==> src/rtl/lbuf_port_arbiter_if.sv <==
// rtl/lbuf_port_arbiter_if.sv - request, response and BRAM signals of the loop-buffer port arbiter
interface lbuf_port_arbiter_if #(
    parameter int ADDR_W = 6,
    parameter int DATA_W = 32
);
    logic              flush;
    logic              fill_valid;
    logic              fill_ready;
    logic [ADDR_W-1:0] fill_addr;
    logic [DATA_W-1:0] fill_data;
    logic              rep_valid;
    logic              rep_ready;
    logic [ADDR_W-1:0] rep_addr;
    logic              rep_rvalid;
    logic [DATA_W-1:0] rep_rdata;
    logic              rep_miss;
    logic              bram_en;
    logic              bram_we;
    logic [ADDR_W-1:0] bram_addr;
    logic [DATA_W-1:0] bram_wdata;
    logic [DATA_W-1:0] bram_rdata;
    logic [ADDR_W:0]   occupancy;
    logic              fill_prio;

    modport slave (
        input  flush, fill_valid, fill_addr, fill_data, rep_valid, rep_addr, bram_rdata,
        output fill_ready, rep_ready, rep_rvalid, rep_rdata, rep_miss,
        output bram_en, bram_we, bram_addr, bram_wdata, occupancy, fill_prio
    );

    modport master (
        output flush, fill_valid, fill_addr, fill_data, rep_valid, rep_addr, bram_rdata,
        input  fill_ready, rep_ready, rep_rvalid, rep_rdata, rep_miss,
        input  bram_en, bram_we, bram_addr, bram_wdata, occupancy, fill_prio
    );
endinterface

==> src/rtl/lbuf_port_arbiter.sv <==
// rtl/lbuf_port_arbiter.sv - single-port loop-buffer BRAM arbiter between fill writes and replay reads
module lbuf_port_arbiter #(
    parameter int ADDR_W       = 6,
    parameter int DATA_W       = 32,
    parameter int STARVE_LIMIT = 4
) (
    input  logic                 clk,
    input  logic                 reset,
    lbuf_port_arbiter_if.slave   bus
);
    localparam int DEPTH = 1 << ADDR_W;
    localparam logic [3:0] STARVE_LAST = 4'(STARVE_LIMIT - 1);

    typedef enum logic [0:0] {NORMAL, FILL_PRIO} state_t;

    state_t            state_q, state_d;
    logic [3:0]        starve_q, starve_d;
    logic [DEPTH-1:0]  valid_q, valid_d;
    logic [ADDR_W:0]   occ_q, occ_d;
    logic              rsp_q, rsp_d;
    logic              hit_q, hit_d;
    logic              fill_gnt, rep_gnt;
    logic              rvalid;

    // Grants are suppressed while reset is held so every output is 0 immediately.
    always_comb begin
        fill_gnt = 1'b0;
        rep_gnt  = 1'b0;
        if (reset && !bus.flush) begin
            if (state_q == NORMAL) begin
                rep_gnt  = bus.rep_valid;
                fill_gnt = bus.fill_valid & ~bus.rep_valid;
            end else begin
                fill_gnt = bus.fill_valid;
                rep_gnt  = bus.rep_valid & ~bus.fill_valid;
            end
        end
    end

    always_comb begin
        state_d  = state_q;
        starve_d = starve_q;
        valid_d  = valid_q;
        occ_d    = occ_q;
        rsp_d    = rep_gnt;
        hit_d    = valid_q[bus.rep_addr];
        if (bus.flush) begin
            state_d  = NORMAL;
            starve_d = 4'd0;
            valid_d  = '0;
            occ_d    = '0;
        end else begin
            if (fill_gnt) begin
                valid_d[bus.fill_addr] = 1'b1;
                if (!valid_q[bus.fill_addr]) begin
                    occ_d = occ_q + 1'b1;
                end
            end
            if (fill_gnt || !bus.fill_valid) begin
                state_d  = NORMAL;
                starve_d = 4'd0;
            end else if (state_q == NORMAL && starve_q == STARVE_LAST) begin
                state_d  = FILL_PRIO;
                starve_d = 4'd0;
            end else if (starve_q != 4'hF) begin
                starve_d = starve_q + 4'd1;
            end
        end
    end

    always_ff @(posedge clk or negedge reset) begin
        if (!reset) begin
            state_q  <= NORMAL;
            starve_q <= 4'd0;
            valid_q  <= '0;
            occ_q    <= '0;
            rsp_q    <= 1'b0;
            hit_q    <= 1'b0;
        end else begin
            state_q  <= state_d;
            starve_q <= starve_d;
            valid_q  <= valid_d;
            occ_q    <= occ_d;
            rsp_q    <= rsp_d;
            hit_q    <= hit_d;
        end
    end

    // A flush in the response cycle cancels the read granted just before it.
    assign rvalid         = rsp_q & ~bus.flush;
    assign bus.rep_rvalid = rvalid;
    assign bus.rep_miss   = rvalid & ~hit_q;
    assign bus.rep_rdata  = (rvalid && hit_q) ? bus.bram_rdata : '0;

    assign bus.fill_ready = fill_gnt;
    assign bus.rep_ready  = rep_gnt;
    assign bus.bram_en    = fill_gnt | rep_gnt;
    assign bus.bram_we    = fill_gnt;
    assign bus.bram_addr  = fill_gnt ? bus.fill_addr : (rep_gnt ? bus.rep_addr : '0);
    assign bus.bram_wdata = fill_gnt ? bus.fill_data : '0;
    assign bus.occupancy  = occ_q;
    assign bus.fill_prio  = (state_q == FILL_PRIO);
endmodule

==> src/flat_wrapper.sv <==
// flat-port wrapper written by rule: the top's interface ports become plain ports
module lbuf_port_arbiter_flat 
#(
    parameter int ADDR_W       = 6,
    parameter int DATA_W       = 32,
    parameter int STARVE_LIMIT = 4
)
  (clk, reset, bus_flush, bus_fill_valid, bus_fill_addr, bus_fill_data, bus_rep_valid, bus_rep_addr, bus_bram_rdata, bus_fill_ready, bus_rep_ready, bus_rep_rvalid, bus_rep_rdata, bus_rep_miss, bus_bram_en, bus_bram_we, bus_bram_addr, bus_bram_wdata, bus_occupancy, bus_fill_prio);
  lbuf_port_arbiter_if #(.ADDR_W(ADDR_W), .DATA_W(DATA_W)) bus_i ();
  input  logic clk;
  input  logic reset;
  input wire logic [$bits(bus_i.flush)-1:0] bus_flush;
  input wire logic [$bits(bus_i.fill_valid)-1:0] bus_fill_valid;
  input wire logic [$bits(bus_i.fill_addr)-1:0] bus_fill_addr;
  input wire logic [$bits(bus_i.fill_data)-1:0] bus_fill_data;
  input wire logic [$bits(bus_i.rep_valid)-1:0] bus_rep_valid;
  input wire logic [$bits(bus_i.rep_addr)-1:0] bus_rep_addr;
  input wire logic [$bits(bus_i.bram_rdata)-1:0] bus_bram_rdata;
  output wire logic [$bits(bus_i.fill_ready)-1:0] bus_fill_ready;
  output wire logic [$bits(bus_i.rep_ready)-1:0] bus_rep_ready;
  output wire logic [$bits(bus_i.rep_rvalid)-1:0] bus_rep_rvalid;
  output wire logic [$bits(bus_i.rep_rdata)-1:0] bus_rep_rdata;
  output wire logic [$bits(bus_i.rep_miss)-1:0] bus_rep_miss;
  output wire logic [$bits(bus_i.bram_en)-1:0] bus_bram_en;
  output wire logic [$bits(bus_i.bram_we)-1:0] bus_bram_we;
  output wire logic [$bits(bus_i.bram_addr)-1:0] bus_bram_addr;
  output wire logic [$bits(bus_i.bram_wdata)-1:0] bus_bram_wdata;
  output wire logic [$bits(bus_i.occupancy)-1:0] bus_occupancy;
  output wire logic [$bits(bus_i.fill_prio)-1:0] bus_fill_prio;
  assign bus_i.flush = bus_flush;
  assign bus_i.fill_valid = bus_fill_valid;
  assign bus_i.fill_addr = bus_fill_addr;
  assign bus_i.fill_data = bus_fill_data;
  assign bus_i.rep_valid = bus_rep_valid;
  assign bus_i.rep_addr = bus_rep_addr;
  assign bus_i.bram_rdata = bus_bram_rdata;
  assign bus_fill_ready = bus_i.fill_ready;
  assign bus_rep_ready = bus_i.rep_ready;
  assign bus_rep_rvalid = bus_i.rep_rvalid;
  assign bus_rep_rdata = bus_i.rep_rdata;
  assign bus_rep_miss = bus_i.rep_miss;
  assign bus_bram_en = bus_i.bram_en;
  assign bus_bram_we = bus_i.bram_we;
  assign bus_bram_addr = bus_i.bram_addr;
  assign bus_bram_wdata = bus_i.bram_wdata;
  assign bus_occupancy = bus_i.occupancy;
  assign bus_fill_prio = bus_i.fill_prio;
  lbuf_port_arbiter #(.ADDR_W(ADDR_W), .DATA_W(DATA_W), .STARVE_LIMIT(STARVE_LIMIT)) u_core (.clk(clk), .reset(reset), .bus(bus_i));
endmodule
==> config.mk <==
export PLATFORM = sky130hd
export DESIGN_NAME = lbuf_port_arbiter_flat
export DESIGN_NICKNAME = d
export VERILOG_FILES = /design/src/rtl/lbuf_port_arbiter_if.sv /design/src/rtl/lbuf_port_arbiter.sv /design/src/flat_wrapper.sv
export SDC_FILE = /design/constraint.sdc
export NUM_CORES = 1
export LEC_CHECK = 0
export CAP_MARGIN = 15
export CORE_UTILIZATION = 35
export CTS_CLUSTER_DIAMETER = 120
export DETAILED_ROUTE_END_ITERATION = 10
export PLACE_DENSITY = 0.67
export SETUP_SLACK_MARGIN = 0.1
export SYNTH_ARGS = -nofsm -noshare
export SYNTH_HDL_FRONTEND = slang
export SYNTH_SLANG_ARGS = --single-unit
==> constraint.sdc <==
create_clock -name clk -period 3.3 [get_ports clk]
set_clock_uncertainty 0.2 [all_clocks]
set_input_delay 0.495 -clock clk [delete_from_list [all_inputs] [get_ports clk]]
set_output_delay 0.495 -clock clk [all_outputs]
set_load 0.05 [all_outputs]
# Yosys cells after proc, flatten, opt, wreduce, memory -nomap -nowiden
# Cells that the tools add are included.
# op_classes
add_sub_neg,2
mux,26
magnitude_cmp,3
n_reduce_logical,11
n_bitwise,11
eq_ne,3
# op_table
operator,n
64-bit 2-to-1 mux,2
32-bit 2-to-1 mux,2
64-bit OR,1
7-bit 2-to-1 mux,3
4-bit 2-to-1 mux,4
"6-bit by 7-bit < comparator with 1-bit output, second input constant",2
1-bit binary-select mux with 6-bit select,2
6-bit 2-to-1 mux,2
1-bit 2-to-1 mux,10
"7-bit by 1-bit adder with 7-bit output, second input constant",1
1-bit demux with 6-bit select,1
"6-bit by 1-bit greater-or-equal comparator with 1-bit output, second input constant",1
1-bit NOT,5
"4-bit by 1-bit adder with 4-bit output, second input constant",1
1-bit AND,4
"4-bit by 2-bit equality test with 1-bit output, second input constant",1
1-bit logical AND,4
"4-bit != test, second input constant",1
4-bit nonzero test,1
3-bit nonzero test,1
1-bit zero test,2
"2-bit != test, second input constant",1
2-bit AND reduction,1
2-bit nonzero test,1
other kinds (2),2
# word_totals
ff_bits,78
word_cells,62

# Longest topological paths before layout
# Gate-level depths: netlist (run 1).
# logic_depth
word_depth,7
ltp_mapped,10
depth_no_buf,7

# Least setup slack after synthesis (run 1)
# No wires, ideal clock.
# synth_path
kind,in2out
startpoint,input port reset
endpoint,output port bus_bram_addr[2]
path_slack_ps,219
t_required_ps,2605
t_arrival_ps,2386
path_buffers,0
stages,5
path_cell_list,nor2b_1 nand2_1 a21oi_1 nand2_1 o21ai_0
# synth_via
elab_chain_len,4
# synth_lines
item,line,source
from (decl),flat_wrapper.sv:11,input logic reset;
1-bit logical AND,lbuf_port_arbiter.sv:29,if (reset && !bus.flush) begin
1-bit 2-to-1 mux,lbuf_port_arbiter.sv:29,
named net bus_rep_ready,flat_wrapper.sv:20,output wire logic [$bits(bus_i.rep_ready)-1:0] bus_rep_ready;
6-bit 2-to-1 mux (2 in series),lbuf_port_arbiter.sv:99,assign bus.bram_addr = fill_gnt ? bus.fill_addr : (rep_gnt ? bus.rep_addr : '0);
to (decl),flat_wrapper.sv:26,output wire logic [$bits(bus_i.bram_addr)-1:0] bus_bram_addr;
# The timed path passes the listed nets, and every way through them passes these cells.

# Worst setup path after layout (run 1)
# layout_path
startpoint,input port bus_fill_addr[0]
endpoint,"register u_core.occ_q[4], in the netlist u_core.bus.occupancy[4]"
# layout_via
elab_chain_len,4
# layout_lines
item,line,source
from (decl),flat_wrapper.sv:14,input wire logic [$bits(bus_i.fill_addr)-1:0] bus_fill_addr;
1-bit binary-select mux with 6-bit select,lbuf_port_arbiter.sv:55,if (!valid_q[bus.fill_addr]) begin
1-bit 2-to-1 mux (implied by the code),lbuf_port_arbiter.sv:55,
2-bit != test (no line),-,
2-bit AND reduction (no line),-,
to (signal assigned),lbuf_port_arbiter.sv:76,occ_q <= '0;
to (signal assigned),lbuf_port_arbiter.sv:83,occ_q <= occ_d;
to (decl),lbuf_port_arbiter.sv:19,"logic [ADDR_W:0] occ_q, occ_d;"
# Every way passes these cells. The select of a mux whose other input is x is not followed.
# A chain may end at the register's enable or synchronous reset.

==> results of run 1 <==
-- worst max-delay path, delay by kind of cell --
| family | cells | cell delay [ps] |
|---|---|---|
| compound gates | 3 | 830 |
| simple gates | 1 | 550 |
| buf+inv | 2 | 700 |
| mux | 1 | 530 |
-- kinds of logic (layout without fill, tap and decap cells) --
group,count (synthesis),count (layout),synth area share [%]
mux,49,49,18.4
simple gates,207,207,23.0
fa+ha+maj,2,2,0.536
buf+inv,43,212,4.10
compound gates,100,100,12.1
flops,78,78,41.8
-- synth_stat cells, drive strengths merged, types with 5 or more instances --
| cell type | instances |
|---|---|
| clkbuf | 29 |
| nand2 | 18 |
| and3 | 36 |
| mux2i | 16 |
| buf | 11 |
| mux4 | 29 |
| nor3b | 5 |
| nand2b | 8 |
| dfrtp | 78 |
| o31ai | 5 |
| nor3 | 6 |
| nor2b | 7 |
| a21oi | 73 |
| nor2 | 75 |
| or4 | 5 |
| and2 | 34 |
-- report_power, final --
group | leakage (nW) | switching [W] | total, W | internal (W)
registers | 1.09 | 0.00000538 | 0.000967 | 0.000962
logic | 2.11 | 0.000196 | 0.000386 | 0.000190
clock network | 0.157 | 0.000377 | 0.00106 | 0.000681
total | 3.35 | 0.000579 | 0.00241 | 0.00183
-- sequential cells by signal, indices dropped and copies added, names as in the netlist --
register and flops:
u_core.hit_q 1, u_core.rsp_q 1, u_core.bus.fill_prio 1, u_core.valid_q 64, u_core.bus.occupancy 7, u_core.starve_q 4
-- final cells by class --
| cell class | count | area [µm²] |
|---|---|---|
| well taps | 172 | 215 |
| flip-flops and latches | 78 | 1950 |
| repair buffers | 193 | 2650 |
| multi-input cells | 358 | 2520 |
| clock inverters | 4 | 70.1 |
| clock buffers | 12 | 246 |
| inverters | 3 | 11.3 |
| fillers | 1034 | 5160 |
-- per-stage QoR --
stage / setup WS [ps] / TNS (ps) / hold slack, ps / std cells
6_report: 247 / 0 / 228 / 820
2_1_floorplan: 219 / 0 / -0.591 / 479
3_3_place_gp: 28.9 / 0 / 295 / 804
4_1_cts: 253 / 0 / 282 / 820
3_5_place_dp: -84.1 / -318 / 302 / 804
5_1_grt: 125 / 0 / 310 / 820
-- layout by cell type (no fill, tap or decap), types with 2 or more instances in the layout --
cell type	count
a22o_1	4
or4_1	5
a21oi_1	73
a22oi_1	3
nor3_1	6
bufinv_16	2
o31ai_1	5
ha_1	2
and2_1	34
nand2_1	18
nor3b_1	4
a31oi_1	3
dfrtp_1	78
and3_1	36
nand2b_1	8
nor2_1	75
nand3_1	4
mux2i_1	16
and3b_1	2
mux2_1	2
o21ai_0	3
o22ai_1	2
clkbuf_16	9
mux2_2	2
buf_12	79
a221oi_1	3
clkdlybuf4s50_1	86
inv_1	3
nand4_1	4
clkinv_2	2
clkbuf_1	2
mux4_2	29
nor2b_1	7
buf_4	27
-- layer usage --
layer	up-vias	track usage [%]	share of wire, %	routed length, µm
met5	-	0	0	0
met4	0	8.28	2.4	386
met3	30	4.82	7.7	1250
met2	243	41.8	52	8350
met1	2234	29.0	38	6160
li1	2052	-	-	-
-- worst max-delay path by stage --
stage | endpoint | start
2_1_floorplan | bus_bram_addr[2] | reset
3_3_place_gp | u_core.bus.occupancy[6] | bus_fill_addr[0]
6_report | u_core.bus.occupancy[4] | bus_fill_addr[0]
3_5_place_dp | u_core.bus.occupancy[4] | bus_fill_addr[0]
4_1_cts | u_core.bus.occupancy[2] | bus_fill_addr[0]
5_1_grt | u_core.bus.occupancy[2] | bus_fill_addr[0]
==> results.toml, run 1 <==
[synth]
synth.distinct_cells = 40
seq_area_frac_synth_pct = 41.8
ys.warnings.count = 0
synthCells = 479
synth_area_per_cell_um2 = 9.74
synth_ff_type = "dfrtp_1"
ys_ff_latch = 78
yosysTopAreaCell = "dfrtp_1"
syn_area_um2 = 4660
synth_edf_count = 0
async_flop_share_pct = 100
syn_nets = 562
netlist.area_leader.share_pct = 41.8
yosys-top-cells-area = "dfrtp_1 42%, mux4_2 14%, a21oi_1 7.8%"

[detailed_routing]
drtIter0Drc = 398
dr_total_vias = 4559
avgRoutedWirePerCell_um = 19.7
dr.pass1.iters = 5
drc = 0
postRouteAntennaNets = 0
avgViaCountPerCell = 5.56
wl_mm = 16.1

[floorplanning]
core_area_um2 = 12800
fp.dieH_um = 117
die-area_um2 = 13800
placementRows = 41
die_width_um = 117
start_util_pct = 36.4
ios = 165

[outcome]
status = "finished clean"

[clocking]
h-tree-depth = 3
clockRootBuffer = "clkbuf_16"
ctsResizeCount = 0
cts.sinks = 78
numCtsBuffers = 9
clk_pin_slew_ps = 50
cts_tree = "built"
holdBufCountCts = 0
worstSkewPairLatency_ps = 340
post_cts_buffers = 0
clockBufferDepth = 2

[critical_path]
rr_startpoint = "u_core.valid_q[15]"
reg2reg_depth = 7
worstSetupPathType = "in -> reg"
crit_slowest_cell = "or4_1"
critPathMaxStageDelay_ps = 550
crit_arrival_ps = 3110
critPathMaxFanout = 22
worstReg2RegEnd = "u_core.bus.occupancy[4]"
start_kind = "input pin"
r2r_slack_ps = 680
critPathCaptureType = "register"
worstPathRequired_ps = 3360
path_cells = "clkdlybuf4s50_1 -> buf_12 -> mux4_2 -> a221oi_1 -> o2bb2ai_1 -> or4_1 -> a21oi_1"

[global_route]
grt_pass1_wl_mm = 25.3
grt_use_total_pct = 23.8
overflow = 0
antenna_found_initial = 0
grt_pass1_vias = 4440
grt_max_degree = 79

[sta]
slew_viol_final = 0
worst_slew_pin_slew_ps = 974
slew_headroom_pct = 35.1
fmax_mhz = 328
fin_crit_ps = 3050
rsz0062_at_grt = "no"
setup_viol = 0
post-route-period-util_pct = 92.5
hold_violations = 0

[placement]
gp_congestion = 0.875
placed_area_um2 = 7350
dp_hpwl_mm = 12.0
io_buffers = 164

[layout]
final_nets = 726
design_area_um2 = 7670
final_core_util_pct = 59.8
diodes = 0
drive_above_1_share_pct = 23.9
areaGrowthSynthToFinish_pct = 64.4

[power_and_ir_drop]
finalPower_w = 0.00241
pwr_density_cell_nw_per_um2 = 315
vdd_ir_drop_max_uv = 239
power_leakage_nw = 3.35

[flow_run]
max_cap_violations = 0

[min_path]
hold_class = "in -> async"
Note: power is estimated with default switching activity, not from simulation.
==> inputs of run 2 (changes only) <==
Settings changed: GPL_ROUTABILITY_DRIVEN set to 0, PLACE_DENSITY 0.67 to unset.
Clock period 3.3 ns to 2.9 ns, I/O delays scaled along.
==> results.toml, run 2 (synthesis gave the netlist of run 1 again) <==
[outcome]
status = "finished clean"

[floorplanning]
die-area_um2 = 13800
fp.dieH_um = 117
die_width_um = 117
placementRows = 41
core_area_um2 = 12800
ios = 165
start_util_pct = 36.4

[critical_path]
worstPathRequired_ps = 2950
critPathMaxFanout = 9
critPathCaptureType = "register"
reg2reg_depth = 7
r2r_slack_ps = 290
start_kind = "input pin"
worstReg2RegEnd = "u_core.bus.occupancy[3]"
worstSetupPathType = "in -> reg"
rr_startpoint = "u_core.valid_q[15]"
crit_arrival_ps = 2760
critPathLaunch = "bus_fill_addr[2]"

[layout]
design_area_um2 = 7910
largest_reg_flops = 64
seqCellArea_um2 = 1950
drive_above_1_share_pct = 27.3
final_cell_mix = "84 x clkdlybuf4s50_1, 80 x buf_12, 78 x dfrtp_1"
final_common_cell = "clkdlybuf4s50_1"
multi_input_area_um2 = 2530
final_nets = 754
num-fill-cells = 1017
areaGrowthSynthToFinish_pct = 69.5
diodes = 0
fin_cells = 847
top_register = "u_core.valid_q"

[clocking]
h-tree-depth = 3
clockBufferDepth = 2
clockRootBuffer = "clkbuf_16"
cts_tree = "built"
numCtsBuffers = 9
clk_pin_slew_ps = 60
worstSkewPairLatency_ps = 340
cts.sinks = 78

[sta]
worst_slew_pin_slew_ps = 973
rsz0062_at_grt = "no"
post-route-period-util_pct = 93.4
fin_crit_ps = 2710
setup_viol = 0
hold_violations = 0
slew_headroom_pct = 35.1
slew_viol_final = 0
fmax_mhz = 369

[global_route]
grt_max_degree = 78
grt_pass1_vias = 4594
grt_pass1_wl_mm = 26.7
grt_use_total_pct = 25.6
antenna_found_initial = 0
overflow = 0

[detailed_routing]
postRouteAntennaNets = 0
avgRoutedWirePerCell_um = 20.6
drc = 0
dr_total_vias = 4616
wl_mm = 17.5
avgViaCountPerCell = 5.45
drtIter0Drc = 438
dr.pass1.iters = 5

[power_and_ir_drop]
switching_share_pct = 24.3
p_clk_share_pct = 41.7
intPower_w = 0.00204
combPwrFrac_pct = 17.5
power.share.sequential_pct = 40.8
pwr_density_cell_nw_per_um2 = 341
finalPower_w = 0.00270
vdd_ir_drop_max_uv = 293
power_leakage_nw = 3.50
p_sw_w = 0.000655

[placement]
dp.cells = 829
placed_area_um2 = 7550
io_buffers = 164
dp_hpwl_mm = 13.1

[min_path]
hold_class = "in -> async"

[flow_run]
max_cap_violations = 0
run 2: cell count changes in the layout (fill, tap and decap cells not counted), sizes merged:
cell,before,now
buf,107,133
bufbuf,0,1
bufinv,2,1
clkdlybuf4s50,86,84
dlygate4sd2,0,2
dlygate4sd3,0,1
run 2: what timing repair did:
action / in CTS / in global routing
setup endpoints to repair: 6 / 0
hold buffers: 1 / 0
setup buffers: 1 / 0
gates resized for setup: 3 / 0
endpoints found under the hold margin: 1 / 0
run 2: final cells by class:
type	count	area share, %
clock buffer	12	3.24
clock inverter	3	0.554
inverter	3	0.142
multi-input combinational	358	32.0
timing repair buffer	221	36.6
sequential	78	24.7
tap	172	2.72
run 2: per-layer routing:
layer / vias to the layer above / GRT usage, % / routed length (µm) / share of wire (%)
met2: 224 / 46.5 / 9150 / 52
met5: - / 0 / 0 / 0
met1: 2254 / 28.5 / 6600 / 38
met4: 0 / 10.5 / 448 / 2.6
met3: 28 / 6.32 / 1290 / 7.4
li1: 2110 / - / - / -
run 2: how the worst max path moves through the flow:
stage                                    to  depth (start not counted)  slack [ps]
floorplan                  bus_bram_addr[2]                          3         100
global placement    u_core.bus.occupancy[2]                          8        -220
detailed placement  u_core.bus.occupancy[3]                          8        -320
CTS                 u_core.bus.occupancy[3]                          8         220
global route        u_core.bus.occupancy[2]                          8         160
finish              u_core.bus.occupancy[3]                          8         190
run 2: power groups by stage:
stage          registers (W)  clock network [W]  logic (W)
2_1_floorplan        0.00113                  0   0.000179
3_3_place_gp         0.00112                  0   0.000458
3_5_place_dp         0.00112                  0   0.000464
4_1_cts              0.00110            0.00114   0.000474
5_1_grt              0.00110            0.00119   0.000499
6_report             0.00110            0.00112   0.000473
run 2: stage by stage:
step | util (%) | setup WS [ps] | TNS [ps] | hold slack (ps)
after floorplan | - | 97.6 | 0 | -60.6
after global placement | 58.9 | -218 | -1420 | 23.8
after detailed placement | 58.9 | -315 | -1930 | 27.9
after CTS | 61.7 | 221 | 0 | 199
after global routing | 61.7 | 157 | 0 | 214
final | 61.7 | 191 | 0 | 159
run 2: critical path, cell delays in order:
cell	delay, ps
clkdlybuf4s50_1	510
inv_1	150
mux4_2	510
o21ai_1	150
nand4_1	130
buf_4	190
or4_1	500
a21oi_1	170
==> inputs of run 3 (changes only) <==
Settings changed: ABC_AREA set to 1.
==> results.toml, run 3 <==
[outcome]
status = "finished with violations"
violations = "negative hold slack"

[min_path]
hold_class = "in -> async"

[synth]
synthAdderAreaFrac_pct = 0.464
synth_xor_xnor_area_share_pct = 0.811
synth_edf_count = 0
synth.most_common_cell = "inv_1"
synth_ff_type = "dfrtp_1"
async_flop_share_pct = 100
synth_top_family_by_area = "simple AND/OR/NAND/NOR gates"
synth.distinct_cells = 30
synth.area.mux_share_pct = 0
ys.warnings.count = 0
syn_area_um2 = 5400
yosysTopAreaCell = "dfrtp_1"
synth_area_per_cell_um2 = 6.51
ys_ff_latch = 78
seq_area_frac_synth_pct = 36.2
syn_nets = 912
synthCells = 829
yosys-top-cells-count = "158 x inv_1, 137 x nand2_1, 122 x nor2_1"
yosys-top-cells-area = "dfrtp_1 36%, inv_1 11%, nand2_1 9.5%"
synth-simple-area-share_pct = 27.7
netlist.area_leader.share_pct = 36.2
synth_compound_area_share_pct = 19.4

[power_and_ir_drop]
power.share.sequential_pct = 39.1
p_clk_share_pct = 39.1
power_leakage_nw = 3.99
finalPower_w = 0.00283
vdd_ir_drop_max_uv = 288
p_sw_w = 0.000830
pwr_density_cell_nw_per_um2 = 355
switching_share_pct = 29.4
intPower_w = 0.00200
combPwrFrac_pct = 21.8

[layout]
final_core_util_pct = 52.6
final_nets = 1086
areaGrowthSynthToFinish_pct = 47.5
largest_reg_flops = 64
num-fill-cells = 1501
final_cell_mix = "158 x inv_1, 137 x nand2_1, 121 x nor2_1"
final_common_cell = "inv_1"
drive_above_1_share_pct = 14.9
top_register = "u_core.valid_q"

[detailed_routing]
wl_mm = 19.1
postRouteAntennaNets = 0
drc = 0
dr.pass1.iters = 5
dr_total_vias = 5951
drtIter0Drc = 452
avgViaCountPerCell = 4.97
avgRoutedWirePerCell_um = 15.9

[clocking]
h-tree-depth = 3
clockRootBuffer = "clkbuf_16"
clk_pin_slew_ps = 60
post_cts_buffers = 0
holdBufCountCts = 0
cts_tree = "built"
clockBufferDepth = 2
worstSkewPairLatency_ps = 350
cts.sinks = 78
ctsResizeCount = 0
numCtsBuffers = 9

[sta]
setup_viol = 0
post-route-period-util_pct = 92.1
hold_violations = 33
timing.hold.ws_ps = -23.4
slew_viol_final = 0
worst_slew_pin_slew_ps = 598
fin_crit_ps = 2670
fmax_mhz = 374
rsz0062_at_grt = "no"
setup_tns_ps = 0
slew_headroom_pct = 60.2

[placement]
dp_hpwl_mm = 13.6
io_buffers = 164

[global_route]
grt_max_degree = 46
overflow = 0
antenna_found_initial = 1
grt_pass1_vias = 5670
grt_pass1_wl_mm = 30.1
grt_use_total_pct = 24.3

[flow_run]
max_cap_violations = 0

[floorplanning]
start_util_pct = 35.6
die_width_um = 126
placementRows = 45
fp.dieH_um = 126
core_area_um2 = 15100
die-area_um2 = 15900
ios = 165

[critical_path]
start_kind = "input pin"
critPathCaptureType = "primary output"
rr_startpoint = "u_core.bus.fill_prio"
r2r_slack_ps = 700
worstSetupPathType = "in -> out"
critPathMaxFanout = 7
reg2reg_depth = 8
worstPathRequired_ps = 2270
worstReg2RegEnd = "u_core.starve_q[0]"
crit_arrival_ps = 2040
==> run 3: cell types whose count changed in the layout (fill, tap and decap cells not counted), sizes merged, moves of 34 or more <==
cell	previous run	this run
and3	36	0
o21ai	4	45
nand3	4	62
nor2	75	127
and2	34	0
inv	3	161
nand2	18	137
==> run 3: logic make-up after synthesis <==
logic type,Yosys count
compound gates,192
xor+xnor,5
fa+ha+maj,2
buf+inv,207
flops,78
simple gates,345
==> run 3: layer usage <==
layer	share of wire (%)	vias to the layer above	GRT usage, %
li1	-	2978	-
met1	44	2709	32.1
met2	46	235	39.2
met3	7.8	29	5.01
met4	2.5	0	8.72
met5	0	-	0
==> run 3: layout make-up <==
cell class	instances	area (µm²)	area share (%)
inverters	165	619	7.78
well taps	188	235	2.95
diodes	1	2.50	0.0314
repair buffers	205	2260	28.4
flip-flops and latches	78	1950	24.5
multi-input cells	544	2610	32.8
clock buffers	16	282	3.53
==> run 3: worst max-delay path by stage <==
stage,cells past startpoint,slack [ps],start,end
floorplan,5,70,bus_flush,bus_rep_rdata[0]
global placement,11,80,bus_fill_addr[1],u_core.bus.occupancy[6]
detailed placement,11,60,bus_fill_addr[1],u_core.bus.occupancy[1]
CTS,7,190,bus_fill_valid,bus_bram_addr[1]
global route,5,150,bus_fill_valid,bus_bram_wdata[5]
finish,5,230,bus_fill_valid,bus_bram_addr[0]
==> run 3: power by group through the flow <==
stage,combinational [W],sequential [W],clock [W]
CTS,0.000616,0.00111,0.00112
detailed placement,0.000613,0.00113,0
global placement,0.000610,0.00113,0
global route,0.000660,0.00111,0.00116
finish,0.000615,0.00111,0.00110
floorplan,0.000291,0.00114,0
==> run 3: critical path: stages <==
cell,delay [ps]
clkdlybuf4s50_1,470
nand2_1,90
nand3_1,340
o21ai_0,430
buf_4,270
==> run 3: through the flow <==
step | area (µm²) | hold WS (ps) | setup slack [ps] | instances
final | 7960 | -23.4 | 228 | 1197
after global routing | 7960 | 24.1 | 149 | 1196
after CTS | 7960 | 4.56 | 191 | 1196
after detailed placement | 7680 | 266 | 57.3 | 1180
after global placement | 7680 | 260 | 82.1 | 1180
after floorplan | 5400 | -60.6 | 65.7 | 829
